`src/rtl/loader_pkg.sv`:
```
// rtl/loader_pkg.sv - shared types and constants for the instruction-memory stream loader
package loader_pkg;

    typedef enum logic [1:0] {
        IDLE,
        LOAD,
        WRITE,
        DONE
    } state_t;

    localparam logic [31:0] TEXT_BASE      = 32'h0000_3000;
    localparam logic [31:0] DATA_BASE      = 32'h0000_0000;
    localparam int          WORD_W         = 32;
    localparam int          BYTES_PER_WORD = 4;

endpackage

```
`src/rtl/byte_packer.sv`:
```
// rtl/byte_packer.sv - shifts bytes big-endian into a word and flags the fourth byte
module byte_packer
    import loader_pkg::*;
(
    input  logic              clk,
    input  logic              rst,
    input  logic              clear,
    input  logic              byte_en,
    input  logic [7:0]        byte_data,
    output logic [WORD_W-1:0] word,
    output logic              word_valid
);

    logic [1:0] count;

    always_ff @(posedge clk) begin
        if (rst || clear) begin
            count <= 2'd0;
            word  <= '0;
        end else if (byte_en) begin
            // first byte ends up in the top lane after four shifts
            word  <= {word[WORD_W-9:0], byte_data};
            count <= count + 2'd1;
        end
    end

    assign word_valid = byte_en && (count == 2'(BYTES_PER_WORD - 1));

endmodule

```
`src/rtl/imem_stream_loader.sv`:
```
// rtl/imem_stream_loader.sv - loads a byte stream into instruction memory while holding the CPU in reset
module imem_stream_loader
    import loader_pkg::*;
#(
    parameter int ADDR_W = 10,
    parameter int DEPTH  = 1024,
    parameter int LEN_W  = 16
) (
    input  logic              clk,
    input  logic              rst,
    input  logic              start,
    input  logic [LEN_W-1:0]  len_words,
    input  logic [7:0]        byte_data,
    input  logic              byte_valid,
    output logic              byte_ready,
    output logic              im_we,
    output logic [ADDR_W-1:0] im_addr,
    output logic [31:0]       im_wdata,
    output logic              cpu_rst,
    output logic              busy,
    output logic              done,
    output logic              error,
    output logic [31:0]       checksum
);

    localparam logic [LEN_W:0] DEPTH_L = (LEN_W + 1)'(DEPTH);

    state_t             state;
    state_t             state_nxt;
    logic [LEN_W-1:0]   n_words;
    logic [LEN_W-1:0]   word_idx;
    logic [LEN_W-1:0]   idx_inc;
    logic [ADDR_W-1:0]  addr_q;
    logic               accept_start;
    logic               start_bad;
    logic               start_load;
    logic               byte_fire;
    logic [WORD_W-1:0]  word;
    logic               word_valid;

    assign accept_start = start && (state == IDLE || state == DONE);
    assign start_bad    = {1'b0, len_words} > DEPTH_L;
    assign start_load   = accept_start && !start_bad;
    assign byte_ready   = (state == LOAD);
    assign byte_fire    = byte_valid && byte_ready;
    assign idx_inc      = word_idx + LEN_W'(1);

    byte_packer u_packer (
        .clk        (clk),
        .rst        (rst),
        .clear      (start_load),
        .byte_en    (byte_fire),
        .byte_data  (byte_data),
        .word       (word),
        .word_valid (word_valid)
    );

    always_ff @(posedge clk) begin
        if (rst) begin
            state <= IDLE;
        end else begin
            state <= state_nxt;
        end
    end

    always_comb begin
        state_nxt = state;
        case (state)
            IDLE, DONE: begin
                // a rejected start from DONE falls back to IDLE so the core is held again
                if (start) begin
                    if (start_bad) begin
                        state_nxt = IDLE;
                    end else if (len_words == '0) begin
                        state_nxt = DONE;
                    end else begin
                        state_nxt = LOAD;
                    end
                end
            end
            LOAD: begin
                if (word_valid) begin
                    state_nxt = WRITE;
                end
            end
            WRITE: begin
                state_nxt = (idx_inc == n_words) ? DONE : LOAD;
            end
            default: state_nxt = IDLE;
        endcase
    end

    always_ff @(posedge clk) begin
        if (rst) begin
            n_words  <= '0;
            word_idx <= '0;
            addr_q   <= '0;
            checksum <= '0;
            error    <= 1'b0;
        end else begin
            if (accept_start) begin
                if (start_bad) begin
                    error <= 1'b1;
                end else begin
                    error    <= 1'b0;
                    n_words  <= len_words;
                    word_idx <= '0;
                    addr_q   <= '0;
                    checksum <= '0;
                end
            end
            if (state == LOAD && word_valid) begin
                addr_q <= word_idx[ADDR_W-1:0];
            end
            if (state == WRITE) begin
                checksum <= checksum + word;
                word_idx <= idx_inc;
            end
        end
    end

    assign im_we    = (state == WRITE);
    assign im_addr  = addr_q;
    assign im_wdata = word;
    assign cpu_rst  = (state != DONE);
    assign busy     = (state == LOAD) || (state == WRITE);
    assign done     = (state == DONE);

endmodule
```
`config.mk`:
```
export PLATFORM = sky130hd
export DESIGN_NAME = imem_stream_loader
export DESIGN_NICKNAME = d
export VERILOG_FILES = /design/src/rtl/loader_pkg.sv /design/src/rtl/byte_packer.sv /design/src/rtl/imem_stream_loader.sv
export SDC_FILE = /design/constraint.sdc
export NUM_CORES = 1
export LEC_CHECK = 0
export CAP_MARGIN = 20
export CORE_ASPECT_RATIO = 1.5
export CORE_UTILIZATION = 30
export DETAILED_ROUTE_END_ITERATION = 6
export SETUP_SLACK_MARGIN = 0.4
export SLEW_MARGIN = 20
export SYNTH_ARGS = -nofsm -noshare
export SYNTH_HDL_FRONTEND = slang
export SYNTH_SLANG_ARGS = --single-unit
```
`constraint.sdc`:
```
create_clock -name clk -period 2.27 [get_ports clk]
set_input_delay 0.454 -clock clk [delete_from_list [all_inputs] [get_ports clk]]
set_output_delay 0.454 -clock clk [all_outputs]
set_load 0.05 [all_outputs]
```
==> results of run 1 <==
-- path summary, 6_finish.rpt --
check,from,to,depth (start not counted)
worst max-delay path,u_packer.word[0],checksum[20],11
worst min-delay path,len_words[8],n_words[8],3
worst max register to register,u_packer.word[0],checksum[20],11
worst min register to register,u_packer.count[1],u_packer.count[1],2
-- worst max-delay path: cells and delay by family (launching register included) --
family,cells,cell delay [ns]
simple gates,3,0.56
buf+inv,1,0.05
compound gates,5,1.05
flops,1,0.36
fa+ha+maj,2,0.38
-- area by class of cell --
cell class	count	share of cell area [%]
multi-input combinational	616	43.03
timing repair buffer	295	25.95
sequential	111	24.11
tap	260	3.258
clock buffer	10	2.506
inverter	15	0.6014
clock inverter	6	0.5513
-- kinds of logic after synthesis --
| logic type | share of synthesized area [%] |
|---|---|
| AND/OR/NAND/NOR | 23.19 |
| AO/OA/AOI/OAI | 22.40 |
| adder cells (fa/ha/maj) | 7.636 |
| XOR/XNOR | 6.539 |
| buffers and inverters | 3.168 |
| multiplexers | 0.9951 |
| flip-flops | 36.07 |
-- what timing repair did --
action,in CTS,in global routing
cloned,2,1
buffers inserted,20,6
setup endpoints to repair,186,116
resized for setup,160,43
pin swaps,55,28
-- synthesized netlist by cell type (7+ instances only) --
cell type  number  area [um^2]
o21ai_1         7        35.03
clkbuf_1       36        135.1
nor3_1         15        75.07
ha_1           36        450.4
o21ai_0        27        135.1
a21oi_1       105        525.5
and3_1         16        100.1
a21o_1         15        112.6
nor2_1         53        198.9
and2_1         10        62.56
nand2_1       142        533.0
dfxtp_1       111         2222
xor2_1         22        192.7
a31oi_1         7        43.79
nand3_1        23        115.1
o21a_1          7        52.55
inv_1          15        56.30
nor3b_1         8        60.06
xnor2_1        24        210.2
-- sequential cells by signal, summed over array words and instances (netlist names) --
name	flops
word_idx	16
u_packer.word	32
u_packer.count	2
error	1
im_addr	10
checksum	32
n_words	16
state	2
-- power by group through the flow --
| stage | registers [mW] | logic (mW) | clock network [mW] |
|---|---|---|---|
| after global placement | 2.09 | 1.84 | 0 |
| after CTS | 2.07 | 1.99 | 1.70 |
| after global routing | 2.08 | 2.15 | 1.79 |
| after detailed placement | 2.09 | 1.85 | 0 |
| after floorplan | 2.21 | 0.888 | 0 |
| final | 2.06 | 2.01 | 1.66 |
-- layout by cell type, fill, tap and decap left out, types with 5 or more instances in the layout --
cell             instances
o21a_1                   7
a21o_1                  14
a21oi_1                 94
o21ai_0                 11
buf_12                   6
nor2_1                  50
o21ai_2                  6
nand4_1                  5
nor4_2                   5
clkbuf_16               11
mux2i_1                  5
buf_4                  166
nand2_1                139
nor3b_1                  8
dfxtp_1                 43
dlymetal6s2s_1           5
clkdlybuf4s50_1         11
dfxtp_4                 40
dlygate4sd2_1           73
clkdlybuf4s15_1         10
nor3_1                  14
a31oi_1                  7
o21ai_1                 19
a22oi_1                  5
ha_1                    18
xnor2_1                 18
xnor2_2                  6
ha_4                    17
dfxtp_2                 28
inv_1                   12
and2_1                   8
nand3_1                 21
buf_6                   17
and3_1                  15
xor2_1                  20
a21oi_2                 11
-- routing by layer --
metal  vias up  part of all wire [%]  GRT usage (%)
li1       3293                     -              -
met3        45                   3.3          2.410
met5         -                     0              0
met4         0                   4.0          9.494
met1      3140                    40          23.07
met2       178                    53          38.28
==> metrics, run 1 <==
CTS Buffer Depth 2; Critical Path Fanout Max 3; FILL cells 1943; #FFs+latches synth 111; Post-synth top flop dfxtp_1; logic gate share of total power 35.1%; Worst Skew 0.01169 ns; I/O pin count 108; cell area after layout 9986 um^2; CTS tree done; CTS Hold Bufs 0; Cell Int Power 3.655 mW; post-route ant nets 0; register area share after synthesis 36.07%; clock latency on the worst-skew pair 0.36 ns; hold_ws 0.3954 ns; core area 19940 um^2; global-route wire length before repair 33980 um; antenna violations before repair 0; Slew @ Worst Pin 0.6586 ns; hpwl dp 15870 um; Synthesized Nets 844; clk sink count 111; ant diodes 0; Hold Path Class input pin to register; max-capacitance violation count 0; YS warnings 0; Sequential Power Share 36.0%; DR vias 6656; Setup WS pre-CTS -0.3418 ns; Worst Setup End Kind register; root buffer cell clkbuf_16; number of synthesized flops with an enable pin 0; vias per cell 5.069; CP Data Required Time 2.52 ns; Hold Fails Final Rpt 0; Cell Rows 63; CP Class register to register; sw frac 36.30%; Psw 2.083 mW; FMAX 0.3994 GHz; Detailed Routing Iterations Pass 1 6; period utilization 110.3%; Slew headroom 56.09%; Tmin final 2.504 ns; Max stage delay on crit path 0.36 ns; Die Y 177.5 um; Layout area overhead 62.08%; Cell variety after synth 68; Peak VDD IR 0.0005458 V; Final Max Tran Viols 0; Placed Instances 1268; DRT iter0 DRCs 341; full die area 21130 um^2; Avg Inst Size Synth 7.909 um^2; DRC errors left 0; chip width 119.0 um; PortBufs 107; GPL Wtd Cong 0.8586; FFs w/ async S/R, synth 0%; Final Util 50.07%; Final nets 1113; Final Setup Violations 12; starting density of the core 30.89%; vias in the first global route 6550; clock share of power 28.9%; CTS clk-pin slew, worst paths 0.08 ns; Syn Inst Count 779; Multi-input gate area 4297 um^2; GRT Util Overall 20.55%; worst reg2reg setup slack -0.23 ns; Avg WL per Cell 16.29 um; Power Total 5.738 mW; total CTS buffers 9; pin count of the biggest net entering global routing 49; Startpoint Class register; netlist area before placement 6161 um^2; total negative slack -1.624 ns; critical path arrival 2.75 ns; final WL 21390 um; global route overflow 0; H-tree depth 3; storage element area 2407 um^2; CP Cell Sequence ha_4 > inv_2 > fa_2 > nor2b_4 > o31a_1 > o311ai_2 > and2_4 > a21oi_2 > o21a_1 > or3_1 > a32o_1; fin worst setup slack -0.2340 ns; P_leak 4.508 nW; Power per Cell Area 574.6 nW/um^2; Critical Path Slowest Stage Cell dfxtp_4; Area after DPL 9056 um^2; RSZ-0062 raised after global routing true; violated checks setup timing; Non-Filler Instances 1313; layout cells sized above 1 35.71%; outcome finished, violations left
No activity file was read; power rests on OpenSTA's default activity.
==> inputs of run 2 (changes only) <==
--- a/config.mk
+++ b/config.mk
@@ -9,6 +9,7 @@
 export CORE_ASPECT_RATIO = 1.5
 export CORE_UTILIZATION = 30
 export DETAILED_ROUTE_END_ITERATION = 6
+export GPL_ROUTABILITY_DRIVEN = 0
 export SETUP_SLACK_MARGIN = 0.4
 export SLEW_MARGIN = 20
 export SYNTH_ARGS = -nofsm -noshare
==> results of run 2 <==
No change in the layout: final DEF, timing and power equal those of run 1.
==> inputs of run 3 (changes only) <==
--- a/config.mk
+++ b/config.mk
@@ -6,11 +6,12 @@
 export NUM_CORES = 1
 export LEC_CHECK = 0
 export CAP_MARGIN = 20
-export CORE_ASPECT_RATIO = 1.5
+export CORE_ASPECT_RATIO = 1.75
 export CORE_UTILIZATION = 30
 export DETAILED_ROUTE_END_ITERATION = 6
 export GPL_ROUTABILITY_DRIVEN = 0
 export SETUP_SLACK_MARGIN = 0.4
+export SKIP_LAST_GASP = 1
 export SLEW_MARGIN = 20
 export SYNTH_ARGS = -nofsm -noshare
 export SYNTH_HDL_FRONTEND = slang
==> metrics, run 3 (synthesis results as in run 1) <==
fin worst setup slack -0.3323 ns; hpwl dp 16750 um; RSZ-0062 raised after global routing true; Power per Cell Area 566.8 nW/um^2; Worst R2R End checksum[29]; largest registers checksum x32, u_packer.word x32; FILL cells 1947; most frequent cells in the layout buf_4 (187), nand2_1 (135), a21oi_1 (93); layout cells sized above 1 37.78%; most frequent CP cell a22o_1; Critical Path Fanout Max 2; Critical Path Slowest Stage Cell or4_1; CTS clk-pin slew, worst paths 0.09 ns; I/O pin count 108; Psw 2.098 mW; violated checks setup timing; critical path arrival 2.85 ns; vias in the first global route 6716; full die area 21140 um^2; max-capacitance violation count 0; Tmin final 2.602 ns; CTS tree done; CTS Buffer Depth 2; Slew @ Worst Pin 0.6405 ns; ant diodes 0; Avg WL per Cell 16.82 um; Power Total 5.805 mW; Non-Filler Instances 1328; Multi-input gate area 4339 um^2; Setup WS pre-CTS -0.3556 ns; Cell Int Power 3.707 mW; Layout area overhead 66.23%; crit path capture checksum[29]; GRT Util Overall 21.66%; sw frac 36.14%; worst r2r src u_packer.word[14]; vias per cell 5.072; root buffer cell clkbuf_16; Sequential Power Share 35.7%; Hold Path Class input pin to register; storage element area 2412 um^2; DRT iter0 DRCs 315; FMAX 0.3843 GHz; Worst Setup End Kind register; Worst Skew 0.01833 ns; core area 20200 um^2; CP Cell Sequence ha_4 > a22o_1 > nor4_2 > buf_4 > a21o_1 > a21oi_2 > or4_1 > a311o_1 > a22o_1; Peak VDD IR 0.0008406 V; Slew headroom 57.14%; post-route ant nets 0; Setup crit start u_packer.word[14]; Worst R2R Path Depth 9; Cell Rows 69; global route overflow 0; DR vias 6735; leading cell type in the layout, fill and taps excluded buf_4; Max stage delay on crit path 0.42 ns; global-route wire length before repair 34480 um; Final Max Tran Viols 0; final WL 22340 um; CP Class register to register; Placed Instances 1271; worst reg2reg setup slack -0.33 ns; DRC errors left 0; chip width 110.3 um; P_leak 4.652 nW; Final nets 1140; Startpoint Class register; Detailed Routing Iterations Pass 1 4; CP Data Required Time 2.52 ns; period utilization 114.6%; Die Y 191.6 um; logic gate share of total power 36.3%; hold_ws 0.3408 ns; clk sink count 111; H-tree depth 3; outcome finished, violations left; total CTS buffers 9; Final Setup Violations 16; starting density of the core 30.50%; Hold Fails Final Rpt 0; PortBufs 107; clock latency on the worst-skew pair 0.37 ns; pin count of the biggest net entering global routing 40; antenna violations before repair 1; clock share of power 28.0%
## run 3: changes by cell type in the layout (fill, tap and decap cells not counted), moves of 3 or more
cell,previous run,this run
o21ai_1,19,13
buf_6,17,20
buf_4,166,187
nand2_1,139,135
nand2_2,2,5
o21ai_0,11,15
## run 3: repair_timing
action / CTS / global route
setup buffers: 23 / 15
pin swaps: 39 / 60
gates resized for setup: 156 / 65
cloned: 3 / 0
endpoints found under the setup margin: 188 / 117
hold buffers: 0 / 0
## run 3: area by class of cell
class                      instances  area share, %
clock inverter                     5         0.4398
sequential                       111          23.56
clock buffer                      11          2.480
inverter                          15         0.5864
multi-input combinational        616          42.37
tap                              248          3.030
timing repair buffer             322          27.54
## run 3: how the worst min path moves through the flow
stage / startpoint / endpoint / slack [ns] / depth (start not counted)
3_5_place_dp: checksum[26] / checksum[26] / 0.45 / 2
4_1_cts: rst / checksum[18] / 0.39 / 2
5_1_grt: len_words[0] / n_words[0] / 0.36 / 3
3_3_place_gp: u_packer.count[1] / u_packer.count[1] / 0.45 / 2
6_report: len_words[0] / n_words[0] / 0.34 / 3
2_1_floorplan: u_packer.count[1] / u_packer.count[1] / 0.44 / 2
## run 3: layer usage
metal  wire, um  GRT usage (%)  share of wire, %
met5         10              0             0.045
met4       1431          13.36               6.4
met3        658          2.138               2.9
met2      12280          41.71                55
met1       7959          21.34                36
## run 3: metrics by stage
step | setup TNS (ns) | area (um^2) | util (%)
final | -3.100 | 10240 | 50.69
after CTS | -3.036 | 9899 | 49.00
after global placement | -22.08 | 9181 | 45.45
after global routing | -5.269 | 10240 | 50.69
after detailed placement | -22.56 | 9181 | 45.45
after floorplan | -1.041 | 6583 | -
## run 3: critical path, delay by kind of cell, from the launching register on
kind,cells,cell delay [ns]
AOI/OAI and AO/OA,5,1.02
and+or+nand+nor,2,0.68
DFF,1,0.37
adders and majority gates,1,0.24
buffers and inverters,1,0.17
## run 3: power groups by stage
stage	registers (mW)	logic [mW]	clock network, mW
3_3_place_gp	2.10	1.88	0
4_1_cts	2.07	2.06	1.67
6_report	2.07	2.11	1.62
3_5_place_dp	2.10	1.90	0
5_1_grt	2.08	2.25	1.73
2_1_floorplan	2.21	0.888	0
